==> config.mk <==
export PLATFORM = sky130hd
export DESIGN_NAME = sipo_rx8
export DESIGN_NICKNAME = d
export VERILOG_FILES = /design/src/rtl/shift_pkg.sv /design/src/rtl/sipo_hold.sv /design/src/rtl/sipo_rx8.sv
export SDC_FILE = /design/constraint.sdc
export NUM_CORES = 1
export LEC_CHECK = 0
export BUFFER_PORTS_ARGS = -buffer_cell sky130_fd_sc_hd__buf_2
export CORE_ASPECT_RATIO = 0.8
export CORE_MARGIN = 5
export CORE_UTILIZATION = 50
export CTS_BUF_LIST = sky130_fd_sc_hd__clkbuf_16
export CTS_CLUSTER_DIAMETER = 60
export DETAILED_ROUTE_END_ITERATION = 8
export GPL_TIMING_DRIVEN = 0
export PLACE_DENSITY = 0.74
export RECOVER_POWER = 50
export SYNTH_ARGS = -nofsm -noshare
export SYNTH_HDL_FRONTEND = slang
export SYNTH_SLANG_ARGS = --single-unit
export TNS_END_PERCENT = 10
==> constraint.sdc <==
create_clock -name clk -period 2.4 [get_ports clk]
set_clock_uncertainty 0.1 [all_clocks]
set_input_delay 0.48 -clock clk [delete_from_list [all_inputs] [get_ports clk]]
set_output_delay 0.48 -clock clk [all_outputs]
set_load 0.02 [all_outputs]
==> src/rtl/shift_pkg.sv <==
// shift_pkg -- shared definitions for the shift-register family.
// Holds the two-state control encoding, the default word width and a helper
// for sizing bit counters. Used by sipo_rx8 and the parallel-load shifter.
package shift_pkg;

  localparam int DEFAULT_WIDTH = 8;

  typedef enum logic {
    IDLE  = 1'b0,
    SHIFT = 1'b1
  } state_t;

  // Counter width able to hold the values 0..w inclusive.
  function automatic int cnt_width(input int w);
    return $clog2(w + 1);
  endfunction

endpackage

==> src/rtl/sipo_hold.sv <==
// sipo_hold -- output word register with valid/ack handshake and overrun flag.
// Ports:
//   clk     in   system clock
//   rst_n   in   synchronous active-low reset
//   clr     in   clears the sticky overrun flag
//   load    in   a completed word is offered on this edge
//   word    in   [WIDTH] completed word
//   p_ack   in   consumer acknowledge of the presented word
//   p_out   out  [WIDTH] last accepted word, stable while p_valid=1
//   p_valid out  p_out holds an unacknowledged word
//   overrun out  sticky: a completed word was dropped
module sipo_hold import shift_pkg::*; #(
  parameter int WIDTH = DEFAULT_WIDTH
) (
  input  logic             clk,
  input  logic             rst_n,
  input  logic             clr,
  input  logic             load,
  input  logic [WIDTH-1:0] word,
  input  logic             p_ack,
  output logic [WIDTH-1:0] p_out,
  output logic             p_valid,
  output logic             overrun
);

  // A new word is accepted when the slot is empty or being freed on this edge.
  logic accept;
  assign accept = load && (!p_valid || p_ack);

  always_ff @(posedge clk) begin
    if (!rst_n) begin
      p_out   <= '0;
      p_valid <= 1'b0;
      overrun <= 1'b0;
    end else begin
      if (accept) begin
        p_out   <= word;
        p_valid <= 1'b1;
      end else if (p_valid && p_ack) begin
        p_valid <= 1'b0;
      end

      // clr wins over a drop on the same edge; the receiver never offers a
      // word while clr is high, so the two cannot actually coincide.
      if (clr) begin
        overrun <= 1'b0;
      end else if (load && !accept) begin
        overrun <= 1'b1;
      end
    end
  end

endmodule

==> src/rtl/sipo_rx8.sv <==
// sipo_rx8 -- serial-in / parallel-out receiver.
// Collects WIDTH qualified serial bits into a word and hands it to sipo_hold.
// Ports:
//   clk     in   system clock
//   rst_n   in   synchronous active-low reset
//   s_in    in   serial data bit
//   s_en    in   qualifies s_in; a bit is taken only when high
//   clr     in   abort a partial word and clear overrun
//   p_ack   in   consumer acknowledge
//   p_out   out  [WIDTH] last completed word
//   p_valid out  p_out holds an unacknowledged word
//   busy    out  1..WIDTH-1 bits currently held
//   overrun out  sticky dropped-word flag
module sipo_rx8 import shift_pkg::*; #(
  parameter int WIDTH     = DEFAULT_WIDTH,
  parameter bit MSB_FIRST = 1'b1
) (
  input  logic             clk,
  input  logic             rst_n,
  input  logic             s_in,
  input  logic             s_en,
  input  logic             clr,
  input  logic             p_ack,
  output logic [WIDTH-1:0] p_out,
  output logic             p_valid,
  output logic             busy,
  output logic             overrun
);

  localparam int CW = cnt_width(WIDTH);

  state_t           state, state_nx;
  logic [CW-1:0]    cnt, cnt_nx;
  logic [WIDTH-1:0] sreg, sreg_nx, shifted;
  logic             take, done;

  // A bit arriving together with clr is discarded.
  assign take = s_en && !clr;
  assign done = take && (cnt == CW'(WIDTH - 1));

  assign shifted = MSB_FIRST ? {sreg[WIDTH-2:0], s_in}
                             : {s_in, sreg[WIDTH-1:1]};

  always_comb begin
    state_nx = state;
    cnt_nx   = cnt;
    sreg_nx  = sreg;
    if (clr) begin
      state_nx = IDLE;
      cnt_nx   = '0;
      sreg_nx  = '0;
    end else if (take) begin
      if (done) begin
        // Completed word leaves through 'shifted'; start the next one clean.
        state_nx = IDLE;
        cnt_nx   = '0;
        sreg_nx  = '0;
      end else begin
        state_nx = SHIFT;
        cnt_nx   = cnt + CW'(1);
        sreg_nx  = shifted;
      end
    end
  end

  always_ff @(posedge clk) begin
    if (!rst_n) begin
      state <= IDLE;
      cnt   <= '0;
      sreg  <= '0;
    end else begin
      state <= state_nx;
      cnt   <= cnt_nx;
      sreg  <= sreg_nx;
    end
  end

  assign busy = (state == SHIFT);

  sipo_hold #(.WIDTH(WIDTH)) u_hold (
    .clk     (clk),
    .rst_n   (rst_n),
    .clr     (clr),
    .load    (done),
    .word    (shifted),
    .p_ack   (p_ack),
    .p_out   (p_out),
    .p_valid (p_valid),
    .overrun (overrun)
  );

endmodule

==> reports/results.tsv, run 1 <==
metric	value	unit
status	finished clean	
register area	440	sq um
Mapped Nets	89	
Total GRT Usage	14.4	%
Post-Syn Area	855	sq um
area of the multi-input gates	375	sq um
crit-path max FO	8	
first-pass iteration count of the detailed router	5	
Die Y	47.0	um
Pwr Density	739	mW/mm^2
WHS Endpoint	u_hold.overrun	
row count	13	
vias in the first global route	672	
max_slew headroom	64.2	%
Mean Syn Cell Area	10.4	sq um
Placed Area	957	sq um
minimum clock period	1.77	ns
CTS tree	done	
final instance area	0.00101	sq mm
RR Endpoint	u_hold.p_out[7]	
vias per cell	5.41	
placed cells	119	
Worst VDD drop	444	uV
clock sinks	22	
Pleak	0.369	nW
Routed Antenna Nets	0	
FF-to-FF setup slack	0.63	ns
FILL cells	142	
total number of vias	666	
Post-CTS Setup Bufs	0	
DPL Wire Length	1110	um
Async SR Flop Fraction	0	%
CTS hold repair buffers	0	
Placeable Area	0.00163	sq mm
DRT iter0 DRCs	19	
Overflow after GRT	0	
CP peak stage delay	0.52	ns
Worst-path clk slew	0.06	ns
Clock Tree Root	clkbuf_16	
slowest library cell on the worst path	nor3_4	
wire length per cell	13.1	um
Post-synth EDFFs	0	
#FFs+latches synth	22	
top_reg_cell synth	dfxtp_1	
CTS Buffer Depth	2	
Synth cell types	24	
Worst R2R Start	cnt[0]	
critical path class	flip-flop to flip-flop	
total CTS buffers	3	
hold_sp	u_hold.overrun	
Setup crit end kind	flip-flop	
antenna fix cells	0	
DRC violations left	0	
Synth Instances	82	
worst r2r path cells	4	
maximum clock frequency	565	MHz
GPL Wtd Cong	0.737	
H-tree depth	1	
largest net degree at the start of global routing	13	
initial antenna violation count	0	
Initial Util	52.5	%
Synthesis Warnings	0	
Least-Margin Pin Slew	0.536	ns
IO Count	17	
I/O Buffers	15	
hold path cells	2	
maxcap violations	0	
first-pass GRT wire length	2860	um
HP Class	flip-flop to flip-flop	
area grow syn2layout	17.9	%
cells along the critical path	ha_1 -> nand4b_1 -> nor3_4 -> mux2i_1	
Total Neg Setup Slack	0	ns
Final Setup Violations	0	
clk_lat worst skew	0.25	ns
Slew Viols, Final	0	
WP data arrival	1.85	ns
critical path required time	2.48	ns
non-filler cells, final	123	
post_cts resized	0	
Final Cycle Share	73.7	%
RSZ-0062 raised after global routing	no	
fraction of layout cells with a size suffix above 1	12.9	%
Startpoint Class	flip-flop	
total wire length	1610	um
final hold viol count	0	
Die Area	0.00264	sq mm
Util after Layout	61.9	%
post-synthesis sequential area ratio	51.5	%
layout net count	109	
Die W	56.2	um
==> cell usage after synthesis, types with 5 or more instances <==
cell     instances  area, sq um
mux2i_1          9         90.1
nor2_1           5         18.8
dfxtp_1         22          440
nand2_1         20         75.1
a22o_1           7         61.3
==> area by class of cell <==
| cell class | count | share of cell area (%) |
|---|---|---|
| sequential | 22 | 43.7 |
| buffer | 3 | 2.36 |
| timing repair buffer | 15 | 6.09 |
| multi-input combinational | 57 | 37.3 |
| tap | 22 | 2.73 |
| clock inverter | 1 | 0.373 |
| clock buffer | 3 | 7.45 |
==> through the flow <==
step | power, mW | hold WS, ns | worst slack (ns)
6_report | 0.744 | 0.352 | 0.631
3_3_place_gp | 0.405 | 0.332 | 0.712
4_1_cts | 0.754 | 0.352 | 0.681
5_1_grt | 0.772 | 0.376 | 0.427
3_5_place_dp | 0.405 | 0.338 | 0.692
2_1_floorplan | 0.394 | 0.338 | 0.855
==> per-layer routing <==
layer,global-route usage [%],wire length [um]
met1,16.4,700
met5,0,0
met3,3.30,107
met2,26.6,767
met4,6.64,32
==> how the worst max path moves through the flow <==
stage	start	slack, ns	to
6_report	cnt[0]	0.63	u_hold.p_out[7]
5_1_grt	cnt[0]	0.43	u_hold.p_out[6]
4_1_cts	cnt[0]	0.68	u_hold.p_out[7]
3_5_place_dp	s_en	0.69	u_hold.p_out[7]
3_3_place_gp	s_en	0.71	u_hold.p_out[1]
2_1_floorplan	rst_n	0.85	cnt[0]
==> worst max-delay path, delay by kind of cell (launching register included) <==
family                   cells  cell delay (ns)
AND/OR/NAND/NOR              2             0.74
multiplexers                 1             0.24
adder cells (fa/ha/maj)      1             0.24
flip-flops                   1             0.37
==> sequential cells by signal, indices dropped and copies added (netlist names) <==
register        flops
sreg                7
u_hold.p_out        8
u_hold.p_valid      1
u_hold.overrun      1
cnt                 4
busy                1
==> cell families (layout without fill, tap and decap cells) <==
| group | count (synthesis) | in the layout | synth area share (%) |
|---|---|---|---|
| mux | 10 | 10 | 11.9 |
| simple gates | 34 | 34 | 21.2 |
| buf+inv | 3 | 22 | 2.78 |
| xor+xnor | 1 | 1 | 1.03 |
| compound gates | 11 | 11 | 10.1 |
| fa+ha+maj | 1 | 1 | 1.46 |
| flops | 22 | 22 | 51.5 |
==> power by group <==
| part | switching [mW] | internal, mW |
|---|---|---|
| combinational | 0.0163 | 0.0106 |
| sequential | 0.00212 | 0.368 |
| clock | 0.126 | 0.222 |
| total | 0.144 | 0.600 |
==> cell usage in the layout (no fill, tap or decap) <==
cell       instances
dfxtp_1           22
buf_2              5
nand4b_1           1
o31ai_1            1
nor2_1             5
o21ai_0            1
nand3b_1           1
a22o_1             7
nor2b_1            1
or3_1              1
a21oi_1            1
clkbuf_16          3
nand4_1            1
clkinv_1           1
nor3_4             1
mux2_2             1
and2b_1            1
buf_4              1
mux2i_1            9
nand2_1           20
clkbuf_1          11
and3_2             1
buf_6              1
nand2b_1           1
xor2_1             1
o21a_1             1
ha_1               1
Note: power is estimated with default switching activity, not from simulation.
==> run 2: changes to the inputs <==
CORE_UTILIZATION = 46   (was 50)
PLACE_DENSITY = 0.71   (was 0.74)
clock period = 1.6 ns   (was 2.4 ns; I/O delays follow)
==> run 2 against run 1 <==
Net effect:
- sequential share of layout area down 1.7 points
- critical path depth increased by 1
- critical path type unchanged
- worst hold slack got worse by 0.15 ns
- core utilization is 4.4 points lower
==> reports/results.tsv, run 2 (synthesis gave the netlist of run 1 again) <==
metric	value	unit
initial antenna violation count	0	
non-filler cells, final	126	
vias in the first global route	584	
Initial Util	46.9	%
total number of vias	635	
final instance area	0.00105	sq mm
row count	14	
clk_lat worst skew	0.25	ns
Pleak	0.396	nW
wire length per cell	13.1	um
Top reg by flops	u_hold.p_out	
area grow syn2layout	22.7	%
DPL Wire Length	1150	um
vias per cell	5.04	
Clock Tree Root	clkbuf_16	
first-pass GRT wire length	2750	um
I/O Buffers	15	
critical path required time	1.64	ns
Pwr Density	1050	mW/mm^2
status	finished clean	
commonest non-fill, non-tap cell in the layout	dfxtp_1	
WP data arrival	1.52	ns
fraction of layout cells with a size suffix above 1	16.7	%
first-pass iteration count of the detailed router	4	
maxcap violations	0	
worst r2r path cells	5	
minimum clock period	1.48	ns
Die W	58.2	um
maximum clock frequency	674	MHz
Placed Area	960	sq um
Final Setup Violations	0	
most frequent cells in the layout	dfxtp_1, nand2_1, clkbuf_1, mux2i_1, a22o_1	
antenna fix cells	0	
Startpoint Class	flip-flop	
DRC violations left	0	
DRT iter0 DRCs	14	
Die Y	48.6	um
Placeable Area	0.00182	sq mm
total CTS buffers	3	
Final Cycle Share	92.7	%
critical path class	flip-flop to flip-flop	
layout net count	111	
Worst-path clk slew	0.05	ns
largest net degree at the start of global routing	12	
FILL cells	180	
CTS Buffer Depth	2	
Overflow after GRT	0	
hold path cells	2	
Least-Margin Pin Slew	0.525	ns
H-tree depth	1	
clock sinks	22	
total wire length	1650	um
crit-path max FO	8	
CTS tree	done	
Worst VDD drop	791	uV
IO Count	17	
Total GRT Usage	12.9	%
HP Class	primary input to flip-flop	
Setup crit end kind	flip-flop	
Die Area	0.00283	sq mm
RSZ-0062 raised after global routing	no	
Slew Viols, Final	0	
Routed Antenna Nets	0	
placed cells	121	
max reg flops	8	
max_slew headroom	64.9	%
GPL Wtd Cong	0.696	
biggest regs	u_hold.p_out x8, sreg x7, cnt x4	
final hold viol count	0	
-- run 2: changes by cell type in the layout (fill, tap and decap cells not counted) --
cell      before  now
buf_4          1    3
clkinv_1       1    0
ha_1           1    0
ha_4           0    1
nand4b_1       1    0
nand4b_4       0    1
-- run 2: layout make-up --
type | instances | area [sq um] | share of cell area, %
sequential | 22 | 440 | 42.0
multi-input combinational | 57 | 403 | 38.4
timing repair buffer | 17 | 76.3 | 7.28
clock buffer | 3 | 75.1 | 7.16
tap | 24 | 30.0 | 2.86
buffer | 3 | 23.8 | 2.27
-- run 2: worst paths after layout --
check | start | to | slack (ns)
max | cnt[0] | cnt[0] | 0.12
min | s_in | sreg[0] | 0.20
max reg2reg | cnt[0] | cnt[0] | 0.12
min reg2reg | u_hold.overrun | u_hold.overrun | 0.35
-- run 2: metal layers --
metal / track usage [%] / share of wire, % / wire length (um)
met4: 4.63 / 1.5 / 24
met1: 16.6 / 45 / 749
met2: 18.6 / 48 / 790
met5: 0 / 0 / 0
met3: 5.85 / 5.0 / 83
-- run 2: per-stage QoR --
| step | setup slack (ns) | total power [mW] | util (%) | hold slack (ns) | setup TNS (ns) |
|---|---|---|---|---|---|
| after floorplan | 0.119 | 0.591 | - | 0.321 | 0 |
| after global placement | -0.0382 | 0.608 | 52.7 | 0.331 | -0.259 |
| after detailed placement | -0.102 | 0.609 | 52.7 | 0.342 | -0.772 |
| after CTS | 0.0418 | 1.12 | 57.6 | 0.200 | 0 |
| after global routing | 0.0126 | 1.15 | 57.6 | 0.225 | 0 |
| final | 0.117 | 1.11 | 57.6 | 0.204 | 0 |
-- run 2: critical path, stage by stage, from the launching register on --
cell and delay, ns:
dfxtp_1 0.40, ha_4 0.19, nand3b_1 0.07, and3_2 0.19
buf_2 0.16, mux2_2 0.27
-- run 2: power breakdown --
group          switching (mW)  internal (mW)
combinational          0.0258         0.0164
clock                   0.179          0.329
sequential            0.00372          0.552
total                   0.208          0.898
-- run 2: timing repair --
item | 4_1_cts | 5_1_grt
hold buffers | 0 | 0
gates resized for setup | 0 | 2
setup endpoints to repair | 8 | 9
buffers inserted | 2 | 0
pin swaps | 1 | 0
==> run 3: changes to the inputs <==
BUFFER_PORTS_ARGS = default   (was -buffer_cell sky130_fd_sc_hd__buf_2)
CORE_UTILIZATION = 50   (was 46)
CTS_BUF_LIST = default   (was sky130_fd_sc_hd__clkbuf_16)
DONT_BUFFER_PORTS = 1   (was default)
PLACE_DENSITY = 0.68   (was 0.71)
clock period = 1.3 ns   (was 1.6 ns; I/O delays follow)
==> run 3 against run 2 <==
Net effect:
- the flow now finishes with violations (negative setup slack)
- global-route usage grew 0.50 points
- sequential power increased by 23%
- count of clock-buffer cells in the layout unchanged
- clock power is 2% higher
- total power rose by 13%
- cell count decreased by 11%
- highest routed layer unchanged
==> reports/results.tsv, run 3 (synthesis gave the netlist of run 1 again) <==
metric	value	unit
biggest regs	u_hold.p_out x8, sreg x7, cnt x4	
post-route worst setup slack	-0.0961	ns
maxcap violations	0	
Total GRT Usage	13.4	%
Startpoint Class	flip-flop	
most frequent cells in the layout	nand2_1, dfxtp_1, mux2i_1, a22o_1, nor2_1	
Final Setup Violations	8	
cells along the critical path	ha_4 -> nand4b_4 -> nor3_4 -> buf_12 -> mux2i_1	
FF-to-FF setup slack	-0.1	ns
HP Class	primary input to flip-flop	
minimum clock period	1.40	ns
Placeable Area	0.00163	sq mm
first-pass GRT wire length	2630	um
Worst-path clk slew	0.13	ns
row count	13	
critical path class	flip-flop to flip-flop	
Least-Margin Pin Slew	0.518	ns
wire length per cell	13.8	um
Util after Layout	61.7	%
max_slew headroom	65.3	%
first-pass iteration count of the detailed router	4	
crit-path leading delay family	flip-flops	
failing checks	negative setup slack	
status	complete, but fails checks	
final hold viol count	0	
critical path required time	1.43	ns
Die W	56.2	um
largest net degree at the start of global routing	14	
Routed Antenna Nets	0	
Die Y	47.0	um
vias per cell	5.35	
Die Area	0.00264	sq mm
Final Cycle Share	107	%
H-tree depth	1	
DRC violations left	0	
Overflow after GRT	0	
Setup crit end kind	flip-flop	
WP data arrival	1.53	ns
CTS tree	done	
I/O Buffers	0	
DPL Wire Length	1050	um
crit-path max FO	8	
clk_lat worst skew	0.30	ns
initial antenna violation count	0	
vias in the first global route	597	
Pleak	0.370	nW
Top reg by flops	u_hold.p_out	
maximum clock frequency	716	MHz
GPL Wtd Cong	0.717	
total wire length	1550	um
DRT iter0 DRCs	3	
number of buffers and inverters on the critical path	1	
IO Count	17	
layout net count	98	
fraction of layout cells with a size suffix above 1	17.8	%
CP peak stage delay	0.37	ns
total number of vias	599	
total CTS buffers	3	
Clock Tree Root	clkbuf_4	
slowest library cell on the worst path	dfxtp_2	
antenna fix cells	0	
CTS Buffer Depth	2	
Pwr Density	1240	mW/mm^2
Initial Util	52.5	%
total power	1.25	mW
RSZ-0062 raised after global routing	yes	
max reg flops	8	
Slew Viols, Final	0	
Worst VDD drop	912	uV
area grow syn2layout	17.4	%
clock sinks	22	
run 3: cell types whose count changed in the layout (fill, tap and decap cells not counted):
cell,before,now
dfxtp_1,22,20
and3_4,0,1
dfxtp_2,0,2
dlygate4sd3_1,0,2
and3_2,1,0
buf_2,5,0
buf_12,0,1
clkbuf_4,0,3
clkbuf_16,3,0
clkbuf_1,11,0
bufinv_16,0,1
run 3: metal layers:
metal	vias up	share of wire, %	GRT usage (%)
li1	301	-	-
met1	277	46	15.6
met2	19	45	21.9
met3	2	8.7	6.04
met4	0	0.78	5.69
met5	-	0	0
run 3: per-stage QoR:
stage / setup TNS, ns / cells / setup slack (ns) / area, sq um / hold slack, ns
after floorplan: -0.996 / 82 / -0.106 / 870 / 0.261
after global placement: -2.39 / 104 / -0.234 / 897 / 0.265
after detailed placement: -2.82 / 104 / -0.283 / 897 / 0.271
after CTS: -0.483 / 112 / -0.0813 / 1000 / 0.00294
after global routing: -1.14 / 112 / -0.176 / 1000 / 0.00699
final: -0.591 / 112 / -0.0961 / 1000 / 0.0116
run 3: final cells by class:
type | instances | area, sq um
fill | 148 | 623
sequential | 22 | 443
multi-input combinational | 57 | 407
timing repair buffer | 5 | 55.1
clock inverter | 1 | 30.0
tap | 22 | 27.5
clock buffer | 3 | 22.5
buffer | 2 | 18.8
run 3: path summary, 6_finish.rpt:
path | from | cells past startpoint | endpoint
min | clr | 2 | busy
max | cnt[0] | 5 | u_hold.p_out[0]
max reg2reg | cnt[0] | 5 | u_hold.p_out[0]
min reg2reg | sreg[6] | 2 | u_hold.p_out[7]
run 3: timing repair:
action                                 CTS  global route
pin swaps                                2             1
endpoints found under the hold margin    3             0
hold buffers                             2             0
setup endpoints to repair               16             9
resized for setup                        1             0
setup buffers                            3             0
run 3: power breakdown:
group          switching [mW]  internal [mW]  total, mW
Sequential            0.00597          0.679      0.685
Clock                   0.205          0.311      0.516
Combinational          0.0232         0.0220     0.0452
Total                   0.234           1.01       1.25
